--- src/rtl/game_pkg.sv ---
`default_nettype none
// ============================================================================
// Module      : game_pkg
// Description : Shared types and constants for the sprite/background blocks.
// Revision    : 1.0 - initial release
// ============================================================================
package game_pkg;

    typedef enum logic [2:0] {
        NONE  = 3'd0,
        LEFT  = 3'd1,
        RIGHT = 3'd2,
        UP    = 3'd3,
        DOWN  = 3'd4
    } dir_t;

    typedef enum logic [1:0] {
        WAIT_SOF = 2'd0,
        SCAN     = 2'd1,
        COMMIT   = 2'd2
    } state_t;

    localparam logic [7:0] KEY_A = 8'h04;
    localparam logic [7:0] KEY_D = 8'h07;
    localparam logic [7:0] KEY_W = 8'h1A;
    localparam logic [7:0] KEY_S = 8'h16;

    localparam logic [9:0] H_LAST = 10'd639;
    localparam logic [9:0] V_LAST = 10'd479;

    // pos is the fixed coordinate of the line; lo/hi bound the other axis.
    // All three hold 11-bit two's-complement values.
    typedef struct packed {
        logic        valid;
        logic        is_col;
        logic [10:0] pos;
        logic [10:0] lo;
        logic [10:0] hi;
    } probe_t;

    function automatic dir_t key_to_dir(input logic [7:0] key);
        dir_t d;
        case (key)
            KEY_A:   d = LEFT;
            KEY_D:   d = RIGHT;
            KEY_W:   d = UP;
            KEY_S:   d = DOWN;
            default: d = NONE;
        endcase
        return d;
    endfunction

endpackage
`default_nettype wire

--- src/rtl/probe_line_gen.sv ---
`default_nettype none
// ============================================================================
// Module      : probe_line_gen
// Description : Combinational probe-line bounds and screen-edge hit for a move.
// Revision    : 1.0 - initial release
// ============================================================================
module probe_line_gen
    import game_pkg::*;
#(
    parameter int STEP = 2
) (
    input  dir_t       i_dir,
    input  logic [9:0] i_sprite_x,
    input  logic [9:0] i_sprite_y,
    input  logic [9:0] i_sprite_s,
    output probe_t     o_probe,
    output logic       o_edge_hit
);

    localparam logic signed [10:0] X_MAX = signed'({1'b0, H_LAST});
    localparam logic signed [10:0] Y_MAX = signed'({1'b0, V_LAST});

    logic signed [10:0] w_sx;
    logic signed [10:0] w_sy;
    logic signed [10:0] w_ss;
    logic signed [10:0] w_step;
    logic signed [10:0] w_pos;
    logic signed [10:0] w_lo;
    logic signed [10:0] w_hi;
    logic               w_valid;
    logic               w_is_col;

    assign w_sx   = signed'({1'b0, i_sprite_x});
    assign w_sy   = signed'({1'b0, i_sprite_y});
    assign w_ss   = signed'({1'b0, i_sprite_s});
    assign w_step = 11'(STEP);

    always_comb begin
        w_valid  = 1'b0;
        w_is_col = 1'b0;
        w_pos    = '0;
        w_lo     = '0;
        w_hi     = '0;
        case (i_dir)
            LEFT: begin
                w_valid  = 1'b1;
                w_is_col = 1'b1;
                w_pos    = w_sx - w_ss - w_step;
                w_lo     = w_sy - w_ss;
                w_hi     = w_sy + w_ss;
            end
            RIGHT: begin
                w_valid  = 1'b1;
                w_is_col = 1'b1;
                w_pos    = w_sx + w_ss + w_step;
                w_lo     = w_sy - w_ss;
                w_hi     = w_sy + w_ss;
            end
            UP: begin
                w_valid  = 1'b1;
                w_pos    = w_sy - w_ss - w_step;
                w_lo     = w_sx - w_ss;
                w_hi     = w_sx + w_ss;
            end
            DOWN: begin
                w_valid  = 1'b1;
                w_pos    = w_sy + w_ss + w_step;
                w_lo     = w_sx - w_ss;
                w_hi     = w_sx + w_ss;
            end
            default: ;
        endcase
    end

    // A probe line off-screen means the sprite would leave the visible area.
    always_comb begin
        o_edge_hit = 1'b0;
        if (w_valid) begin
            o_edge_hit = (w_pos < 11'sd0) ||
                         (w_is_col ? (w_pos > X_MAX) : (w_pos > Y_MAX));
        end
    end

    assign o_probe = '{valid:  w_valid,
                       is_col: w_is_col,
                       pos:    w_pos,
                       lo:     w_lo,
                       hi:     w_hi};

endmodule
`default_nettype wire

--- src/rtl/wall_collision_detect.sv ---
`default_nettype none
// ============================================================================
// Module      : wall_collision_detect
// Description : Per-frame wall-pixel scan ahead of the sprite; commits collision.
// Revision    : 1.0 - initial release
// ============================================================================
module wall_collision_detect
    import game_pkg::*;
#(
    parameter int         STEP    = 2,
    parameter int         HIT_MIN = 4,
    parameter logic [3:0] WALL_R  = 4'h0,
    parameter logic [3:0] WALL_G  = 4'h0,
    parameter logic [3:0] WALL_B  = 4'hF
) (
    input  logic       Clk,
    input  logic       Reset,
    input  logic       blank,
    input  logic [9:0] DrawX,
    input  logic [9:0] DrawY,
    input  logic [3:0] red,
    input  logic [3:0] green,
    input  logic [3:0] blue,
    input  logic [7:0] keycode,
    input  logic [9:0] spriteX,
    input  logic [9:0] spriteY,
    input  logic [9:0] spriteS,
    output logic       collision,
    output logic [7:0] hit_count
);

    state_t             r_state;
    state_t             w_state_next;
    dir_t               r_dir;
    probe_t             r_probe;
    logic               r_edge_hit;
    logic               r_match;
    logic [7:0]         r_acc;
    logic               r_collision;
    logic [7:0]         r_hit_count;

    dir_t               w_key_dir;
    probe_t             w_probe;
    logic               w_edge_hit;
    logic               w_sof;
    logic               w_eof;
    logic signed [10:0] w_px;
    logic signed [10:0] w_py;
    logic               w_on_line;
    logic               w_wall;
    logic               w_match;
    logic [7:0]         w_acc_next;
    logic               w_commit;

    assign w_sof = blank && (DrawX == 10'd0) && (DrawY == 10'd0);
    assign w_eof = blank && (DrawX == H_LAST) && (DrawY == V_LAST);

    // The probe is derived from the live inputs and captured only at SOF,
    // which freezes the direction and sprite geometry for the whole frame.
    assign w_key_dir = key_to_dir(keycode);

    probe_line_gen #(
        .STEP (STEP)
    ) u_probe_line_gen (
        .i_dir      (w_key_dir),
        .i_sprite_x (spriteX),
        .i_sprite_y (spriteY),
        .i_sprite_s (spriteS),
        .o_probe    (w_probe),
        .o_edge_hit (w_edge_hit)
    );

    assign w_px = signed'({1'b0, DrawX});
    assign w_py = signed'({1'b0, DrawY});

    always_comb begin
        w_on_line = 1'b0;
        if (r_probe.valid) begin
            if (r_probe.is_col) begin
                w_on_line = (w_px == signed'(r_probe.pos)) &&
                            (w_py >= signed'(r_probe.lo))  &&
                            (w_py <= signed'(r_probe.hi));
            end else begin
                w_on_line = (w_py == signed'(r_probe.pos)) &&
                            (w_px >= signed'(r_probe.lo))  &&
                            (w_px <= signed'(r_probe.hi));
            end
        end
    end

    assign w_wall  = (red == WALL_R) && (green == WALL_G) && (blue == WALL_B);
    assign w_match = (r_state == SCAN) && !w_sof && blank && w_on_line && w_wall;

    assign w_acc_next = (r_match && (r_acc != 8'hFF)) ? r_acc + 8'd1 : r_acc;

    // Commit sees the accumulator including the last pipelined match.
    assign w_commit = (r_dir != NONE) &&
                      (r_edge_hit || (int'(w_acc_next) >= HIT_MIN));

    always_comb begin
        w_state_next = r_state;
        case (r_state)
            WAIT_SOF: if (w_sof) w_state_next = SCAN;
            SCAN: begin
                if (w_sof) begin
                    w_state_next = SCAN;
                end else if (w_eof) begin
                    w_state_next = COMMIT;
                end
            end
            COMMIT:   w_state_next = w_sof ? SCAN : WAIT_SOF;
            default:  w_state_next = WAIT_SOF;
        endcase
    end

    always_ff @(posedge Clk or posedge Reset) begin
        if (Reset) begin
            r_state <= WAIT_SOF;
        end else begin
            r_state <= w_state_next;
        end
    end

    always_ff @(posedge Clk or posedge Reset) begin
        if (Reset) begin
            r_dir       <= NONE;
            r_probe     <= '0;
            r_edge_hit  <= 1'b0;
            r_match     <= 1'b0;
            r_acc       <= '0;
            r_collision <= 1'b0;
            r_hit_count <= '0;
        end else begin
            r_match <= w_match;
            if (w_sof) begin
                r_dir      <= w_key_dir;
                r_probe    <= w_probe;
                r_edge_hit <= w_edge_hit;
                r_acc      <= '0;
            end else begin
                r_acc <= w_acc_next;
            end
            if (r_state == COMMIT) begin
                r_hit_count <= w_acc_next;
                r_collision <= w_commit;
            end
        end
    end

    assign collision = r_collision;
    assign hit_count = r_hit_count;

endmodule
`default_nettype wire

--- config.mk ---
export PLATFORM = sky130hd
export DESIGN_NAME = wall_collision_detect
export DESIGN_NICKNAME = d
export VERILOG_FILES = /design/src/rtl/game_pkg.sv /design/src/rtl/probe_line_gen.sv /design/src/rtl/wall_collision_detect.sv
export SDC_FILE = /design/constraint.sdc
export NUM_CORES = 1
export LEC_CHECK = 0
export ABC_AREA = 1
export CAP_MARGIN = 15
export CORE_MARGIN = 2
export CORE_UTILIZATION = 59
export DETAILED_ROUTE_END_ITERATION = 8
export PLACE_DENSITY_LB_ADDON = 0.12
export SETUP_SLACK_MARGIN = 0.3
export SLEW_MARGIN = 5
export SYNTH_ARGS = -nofsm -noshare
export SYNTH_HDL_FRONTEND = slang
export SYNTH_SLANG_ARGS = --single-unit
--- constraint.sdc ---
create_clock -name Clk -period 2.3 [get_ports Clk]
set_input_delay 0.46 -clock Clk [delete_from_list [all_inputs] [get_ports Clk]]
set_output_delay 0.46 -clock Clk [all_outputs]
set_load 0.02 [all_outputs]
==> results of run 1 <==
[kinds of logic after synthesis]
kind of cell	Yosys count	synth area share
flops	59	0.2043
mux	1	0.001385
buf+inv	187	0.1042
compound gates	147	0.1255
xor+xnor	20	0.02424
simple gates	613	0.3855
fa+ha+maj	87	0.1548
[metrics by stage]
stage	instance area [um2]	TNS (ns)	setup WS (ns)	hold slack (ns)	instances
floorplan	7336	-0.09452	-0.09452	0.4181	1114
global placement	10140	-12.36	-0.8705	0.4249	1575
detailed placement	10140	-14.71	-1.010	0.4479	1575
CTS	11370	-0.6887	-0.1883	0.4418	1616
[Yosys cell counts (3+ instances only)]
cell and number:
nand2_1 313, inv_1 158, nand3_1 120, ha_1 83, nor2_1 63, dfrtp_1 59
o21ai_0 41, a21oi_1 37, nand4_1 37, nor2_2 17, nor3_1 15, nor4_1 15
o221ai_1 15, xor2_1 15, nand2_2 13, o22ai_1 13, a31oi_1 9, buf_2 8
nand3_2 8, o21bai_1 8, inv_2 7, a21o_1 5, buf_4 5, xnor2_1 5
a21oi_2 4, clkbuf_1 4, fa_1 4, o21ai_1 4, buf_6 3
[routing by layer]
metal,global-route usage,GRT overflow
met1,0.7200,1
met3,0.5315,2
met5,0.1098,0
met2,0.9333,40
met4,0.7569,27
[timing repair]
action	CTS
gates resized for setup	266
pin swaps	108
endpoints found under the setup margin	40
cloned	1
setup buffers	25
==> impl_metrics.json, run 1 <==
{
  "die_w_um": 114.7,
  "run_status": "did not finish",
  "initial_utilization": 0.6041,
  "synth-seq-cells": 59,
  "synth_largest_type_area_fraction": 0.2043,
  "grt_start_max_net_pins": 31,
  "error": "[ERROR GRT-0116] Global routing finished with congestion. Check the congestion regions in the DRC Viewer.",
  "share_of_synthesized_registers_carrying_an_async_set_or_reset": 1.000,
  "post_synth_instance_area_um2": 7226,
  "synthDominantAreaCellType": "dfrtp_1",
  "h-tree-depth": 3,
  "hpwl_um": 22170,
  "grt_pass1_wl_um": 73950,
  "globalRoute.totalOverflow": 70,
  "clk_path_buf_depth": 2,
  "netlist_top_cells_area": "dfrtp_1 20%, nand2_1 16%, ha_1 14%",
  "synthDistinctLibCells": 50,
  "ys_dominant_reg_cell": "dfrtp_1",
  "clkSinkCount": 59,
  "via_count_of_the_first_global_routing_pass": 13090,
  "last-stage-reached": "global routing",
  "io_pins": 82,
  "post_synth.cell_area_avg_um2": 6.486,
  "fp-row-count": 40,
  "fp.dieH_um": 114.7,
  "num_cts_buffers": 9,
  "seq_area_frac_synth": 0.2043,
  "synthCells": 1114,
  "synth.yosys.warnings": 0,
  "port_buffers": 81,
  "synth.net_count": 1274,
  "grt_util_all_layers": 0.7284,
  "cts.root.buffer_cell": "clkbuf_16",
  "synth_edf_count": 0,
  "gp_congestion": 1.061,
  "cts_hold_repair.buffers": 0
}
==> run 2: changes to the inputs <==
CORE_UTILIZATION = 40   (was 59)
PLACE_DENSITY_LB_ADDON = 0.15   (was 0.12)
SETUP_SLACK_MARGIN = not set   (was 0.3)
==> run 2 against run 1 <==
Effect of this change: the flow now finishes, with violations (negative setup slack); area after synthesis unchanged; synthesized cell count is the same.
==> impl_metrics.json, run 2 <==
{
  "leakage_power_summed_over_all_cells_nw": 6.359,
  "layout.core_utilization": 0.6991,
  "drc": 0,
  "crit_path_max_incr_delay_ns": 0.39,
  "hpwl_um": 23430,
  "final_worst_path_cycle_share": 1.063,
  "met3_routing_resource_usage_after_global_routing": 0.02113,
  "multiInputGateArea_um2": 6309,
  "clk_path_buf_depth": 2,
  "grt.met2_usage": 0.5373,
  "num_cts_buffers": 9,
  "fp.dieH_um": 138.4,
  "grt_pass1_wl_um": 45930,
  "path_clk_slew_ns": 0.06,
  "run_status": "finished with violations",
  "cp_num_cells": 20,
  "critPathSlowestCell": "fa_2",
  "clkSinkCount": 59,
  "tritoncts_clock_tree": "built",
  "synth-seq-cells": 59,
  "worst-endpoint-arrival_ns": 2.67,
  "initial_utilization": 0.4050,
  "antenna_found_initial": 0,
  "number_of_hold_violations_in_the_final_report": 0,
  "n_fill_cell": 1472,
  "share_of_synthesized_registers_carrying_an_async_set_or_reset": 1.000,
  "diodes": 0,
  "setup-violations-final": 5,
  "power.density_nw_per_um2": 395.5,
  "timing.final.ws_setup_ns": -0.1452,
  "share_of_cells_above_drive_strength_1": 0.4300,
  "fp.dieArea_um2": 19160,
  "synthCells": 1114,
  "port_buffers": 81,
  "path_class": "input port to flip-flop",
  "transition_at_the_pin_with_the_smallest_max_transition_slack_ns": 0.4080,
  "post_synth.cell_area_avg_um2": 6.486,
  "num_vias": 9130,
  "via_count_of_the_first_global_routing_pass": 9166,
  "synthDominantAreaCellType": "dfrtp_1",
  "cts.root.buffer_cell": "clkbuf_16",
  "synth_largest_type_area_fraction": 0.2043,
  "startpoint_type": "input port",
  "h-tree-depth": 3,
  "grt_start_max_net_pins": 45,
  "most_frequently_used_cell_type_in_the_post_synthesis_netlist": "nand2_1",
  "via_per_inst": 5.238,
  "clk_latency_ns": 0.33,
  "synth.yosys.warnings": 0,
  "max_freq_mhz": 409.0,
  "path_max_fanout": 3,
  "finalNetCount": 1669,
  "timing.hold.worst.class": "input port to async pin",
  "gp_congestion": 0.9608,
  "cp_common_cell": "nand2_1",
  "final.setup.tns_ns": -0.2404,
  "grt_util_met1": 0.3548,
  "finalClockSkew_ns": 0.01271,
  "grt_util_all_layers": 0.2990,
  "netlist_top_cells_area": "dfrtp_1 20%, nand2_1 16%, ha_1 14%",
  "path_cells": "buf_6 > buf_6 > ha_4 > fa_2 > xnor2_2 > nand2_1 > o21ai_2 > ha_4 > nand2_4 > nor2_4 > nand2_4 > buf_6 > nand3_2 > nand2_1 > inv_2 > a21oi_2 > nand3_1 > nand3_1 > nand2_1 > nand2_1",
  "reg_to_reg_critical_path_startpoint": "r_acc[0]$_DFF_PP0_",
  "mostFrequentLayoutCells": "301 x buf_4, 232 x nand2_1, 123 x inv_1",
  "critical_path_buf_inv_count": 4,
  "post_drt_wl_per_cell_um": 16.93,
  "largest_register_ff_count": 35,
  "setup_repair_after_global_routing_missed_its_margin": "yes",
  "design.core.area_um2": 17840,
  "ys_dominant_reg_cell": "dfrtp_1",
  "required_ns": 2.52,
  "drt_wl_total_um": 29510,
  "reg2reg_setup_slack_ns": 0.22,
  "die_w_um": 138.4,
  "register_area_um2": 1476,
  "worst_r2r_endpoint": "collision$_DFFE_PP0N_",
  "synth.net_count": 1274,
  "antenna_violating_nets_post_route": 0,
  "timing.hold.ws_ns": 0.4117,
  "r2r_depth": 13,
  "crit_path_end_kind": "flip-flop",
  "min_period_ns": 2.445,
  "synth_edf_count": 0,
  "drv_slew": 0,
  "slew_headroom": 0.7277,
  "synthDistinctLibCells": 50,
  "globalRoute.totalOverflow": 0,
  "path_delay_family": "simple AND/OR/NAND/NOR gates",
  "peakVddDrop_uv": 424.6,
  "drt_pass1_iterations": 5,
  "synth_commonest_cells": "313 x nand2_1, 158 x inv_1, 120 x nand3_1, 83 x ha_1, 63 x nor2_1",
  "syn_to_final_growth_pct": 72.62,
  "post_synth_instance_area_um2": 7226,
  "io_pins": 82,
  "gr-max-usage-layer": "met2",
  "failed_checks": "negative setup slack",
  "mostFrequentLayoutCell": "buf_4",
  "largest-register": "r_probe",
  "fp-row-count": 49,
  "initialDrtViolationCount": 449,
  "detailedPlace.worstSlack_ns": -1.071,
  "seq_area_frac_synth": 0.2043,
  "maxCapViolCount": 0
}
[run 2: cell families after synthesis]
family	synth area share
buffers and inverters	0.1042
AO/OA/AOI/OAI	0.1255
XOR/XNOR	0.02424
AND/OR/NAND/NOR	0.3855
flip-flops	0.2043
adder cells (fa/ha/maj)	0.1548
multiplexers	0.001385
[run 2: how the worst max path moves through the flow]
stage	start	end	slack, ns
final	spriteX[0]	r_edge_hit$_DFFE_PP0P_	-0.15
after global routing	spriteX[0]	r_edge_hit$_DFFE_PP0P_	-0.26
after CTS	spriteX[0]	r_edge_hit$_DFFE_PP0P_	-0.18
after detailed placement	spriteS[0]	r_edge_hit$_DFFE_PP0P_	-1.07
after global placement	spriteS[0]	r_edge_hit$_DFFE_PP0P_	-1.02
after floorplan	spriteY[0]	r_edge_hit$_DFFE_PP0P_	-0.1
[run 2: report_power, final]
| part | switching [mW] | leakage [nW] | internal, mW |
|---|---|---|---|
| clock network | 0.510 | 0.160 | 0.954 |
| logic | 1.25 | 5.53 | 1.18 |
| registers | 0.0000161 | 0.668 | 1.04 |
| total | 1.76 | 6.36 | 3.17 |
[run 2: per-layer routing]
metal	wire [um]	part of all wire	vias to the layer above
met5	0	0	-
met4	1681	0.057	0
met3	1024	0.035	100
met2	14510	0.49	285
met1	12300	0.42	4233
li1	-	-	4512
[run 2: repair_timing]
action / in CTS / in global routing
hold buffers: 0 / 0
hold endpoints to repair: 0 / 0
pin swaps: 102 / 91
setup endpoints to repair: 19 / 19
buffers inserted: 29 / 21
gates resized for setup: 246 / 156
[run 2: layout make-up]
class                      count  share of cell area
multi-input combinational    868              0.5058
timing repair buffer         406              0.2758
sequential                    59              0.1184
inverter                     165             0.05106
tap                          229             0.02297
clock buffer                   9             0.01806
clock inverter                 7            0.008025
[run 2: stage by stage]
step	instance area (um2)	std cells	power, mW
finish	12470	1743	4.933
global placement	10460	1678	2.880
CTS	11800	1723	4.715
global route	12470	1743	5.173
floorplan	7331	1114	1.897
detailed placement	10460	1678	2.894
[run 2: worst reg2reg max path: stages (launching register included)]
cell,delay (ns)
dfrtp_1,0.40
ha_1,0.22
nand3_1,0.11
nor2_2,0.05
nand3_1,0.08
and2_4,0.17
inv_2,0.05
nor2_2,0.08
xor2_1,0.18
inv_1,0.09
nor3_2,0.11
nand3_1,0.12
nor3b_2,0.21
o21ai_1,0.09
Note: power is estimated with default switching activity, not from simulation.
==> run 3: changes to the inputs <==
clock period = 1.96 ns   (was 2.3 ns; I/O delays follow)
==> run 3 against run 2 <==
Effect of this change: the run still ends with negative setup slack left; die area is the same; core utilization grew 1.3 points; first-iteration DRC count grew 3.8%; critical path depth is the same; cell count grew 1.2%; combinational power grew 14%; sequential share of layout area shrank 0.21 points; worst setup slack lost 0.30 ns; total power grew 14%; via count grew 3.3%; global-route usage grew 0.83 points.
==> impl_metrics.json, run 3 (synthesis results as in run 2) <==
{
  "run_status": "finished with violations",
  "failed_checks": "negative setup slack",
  "setup_repair_after_global_routing_missed_its_margin": "yes",
  "port_buffers": 81,
  "transition_at_the_pin_with_the_smallest_max_transition_slack_ns": 0.3842,
  "startpoint_type": "input port",
  "via_count_of_the_first_global_routing_pass": 9300,
  "timing.final.ws_setup_ns": -0.4494,
  "num_vias": 9428,
  "die_w_um": 138.4,
  "mostFrequentLayoutCells": "301 x buf_4, 242 x nand2_1, 117 x inv_1",
  "path_clk_slew_ns": 0.05,
  "final_worst_path_cycle_share": 1.229,
  "cts.root.buffer_cell": "clkbuf_16",
  "peakVddDrop_uv": 455.0,
  "num_cts_buffers": 9,
  "antenna_found_initial": 0,
  "leakage_power_summed_over_all_cells_nw": 6.377,
  "fp.dieArea_um2": 19160,
  "count_of_non_filler_cells_in_the_finished_layout": 1764,
  "diodes": 0,
  "placed_cells": 1691,
  "setup-violations-final": 11,
  "clk_latency_ns": 0.33,
  "initial_utilization": 0.4050,
  "via_per_inst": 5.345,
  "mostFrequentLayoutCell": "buf_4",
  "gp_congestion": 0.9792,
  "finalNetCount": 1691,
  "crit_path_end_kind": "flip-flop",
  "power.density_nw_per_um2": 441.3,
  "fp-row-count": 49,
  "min_period_ns": 2.409,
  "syn_to_final_growth_pct": 75.72,
  "number_of_hold_violations_in_the_final_report": 0,
  "antenna_violating_nets_post_route": 0,
  "largest-register": "r_probe",
  "max_freq_mhz": 415.0,
  "clkSinkCount": 59,
  "slew_headroom": 0.7372,
  "drt_pass1_iterations": 5,
  "maxCapViolCount": 0,
  "grt_pass1_wl_um": 47060,
  "required_ns": 2.19,
  "grt_util_all_layers": 0.3073,
  "worst-endpoint-arrival_ns": 2.63,
  "drt_wl_total_um": 30640,
  "total_chip_power_mw": 5.603,
  "tritoncts_clock_tree": "built",
  "drv_slew": 0,
  "h-tree-depth": 3,
  "path_class": "input port to flip-flop",
  "path_max_fanout": 3,
  "drc": 0,
  "hpwl_um": 23340,
  "timing.hold.worst.class": "input port to async pin",
  "globalRoute.totalOverflow": 0,
  "share_of_cells_above_drive_strength_1": 0.4528,
  "largest_register_ff_count": 35,
  "initialDrtViolationCount": 466,
  "fp.dieH_um": 138.4,
  "clk_path_buf_depth": 2,
  "post_drt_wl_per_cell_um": 17.37,
  "finalClockSkew_ns": 0.005093,
  "n_fill_cell": 1497,
  "grt_start_max_net_pins": 60,
  "design.core.area_um2": 17840,
  "io_pins": 82
}
-- run 3: cell types whose count changed in the layout (fill, tap and decap cells not counted), sizes merged --
cell,change
dlymetal6s2s,-13
bufinv,-1
clkinv,-1
clkdlybuf4s15,+1
buf,+29
inv,-3
clkinvlp,+2
clkbuf,+8
dlygate4sd2,+12
clkdlybuf4s50,-13
-- run 3: layout make-up --
| class | count | area [um2] | area share |
|---|---|---|---|
| clock buffers | 11 | 252.7 | 0.01991 |
| clock inverters | 4 | 50.05 | 0.003942 |
| inverters | 165 | 681.9 | 0.05371 |
| multi-input cells | 868 | 6319 | 0.4976 |
| flip-flops and latches | 59 | 1476 | 0.1163 |
| well taps | 229 | 286.5 | 0.02257 |
| repair buffers | 428 | 3631 | 0.2860 |
-- run 3: stage by stage --
step / setup TNS [ns] / hold WS, ns / utilization / area (um2) / worst slack [ns]
after floorplan: -1.413 / 0.4181 / - / 7338 / -0.3665
final: -3.036 / 0.4367 / 0.7117 / 12700 / -0.4494
after CTS: -2.974 / 0.4480 / 0.6805 / 12140 / -0.4783
after detailed placement: -30.04 / 0.4492 / 0.5913 / 10550 / -1.235
after global placement: -29.20 / 0.4264 / 0.5913 / 10550 / -1.164
after global routing: -4.379 / 0.4666 / 0.7117 / 12700 / -0.5510
-- run 3: worst max-delay path, stage by stage --
cell and delay, ns:
buf_8 0.10, buf_6 0.13, ha_4 0.16, fa_2 0.43, xnor2_4 0.20, nand2_1 0.09, o21ai_2 0.09, ha_4 0.18
nand2_4 0.05, nor2_4 0.16, nand2_4 0.08, buf_6 0.13, nand3_2 0.05, nand2_2 0.05, inv_2 0.06, a21oi_2 0.03
nand3_1 0.07, nand3_1 0.07, nand2_1 0.06, nand2_1 0.05
-- run 3: path summary, 6_finish.rpt --
path                                   startpoint                  endpoint  slack (ns)  depth (start not counted)
max in group asynchronous                   Reset   r_probe[14]$_DFFE_PP0P_        1.25                          3
setup reg to reg               r_acc[0]$_DFF_PP0_     collision$_DFFE_PP0N_       -0.03                         13
hold / removal                              Reset  hit_count[2]$_DFFE_PP0N_        0.44                          3
min in group Clk           r_state[1]$_DFFE_PP0P_    r_state[0]$_DFFE_PP0P_        0.45                          1
hold reg to reg            r_state[1]$_DFFE_PP0P_    r_state[0]$_DFFE_PP0P_        0.45                          1
setup / recovery                       spriteS[0]    r_edge_hit$_DFFE_PP0P_       -0.45                         20
-- run 3: what timing repair did --
item / CTS / global route
hold buffers: 0 / 0
setup buffers: 43 / 16
pin swaps: 122 / 103
resized for setup: 352 / 146
gates cloned: 3 / 0
setup endpoints to repair: 46 / 43
-- run 3: routing by layer --
metal  GRT usage  wire length [um]  vias to the layer above
met3     0.02217              1387                      117
met2      0.5641             15230                      360
li1            -                 -                     4564
met5           0                 0                        -
met4      0.1654              1704                        0
met1      0.3556             12310                     4387
-- run 3: where the power goes --
group / switching [mW] / leakage (nW) / total (mW) / internal, mW
Combinational: 1.44 / 5.57 / 2.78 / 1.34
Clock: 0.563 / 0.144 / 1.61 / 1.04
Sequential: 0.0000210 / 0.668 / 1.22 / 1.22
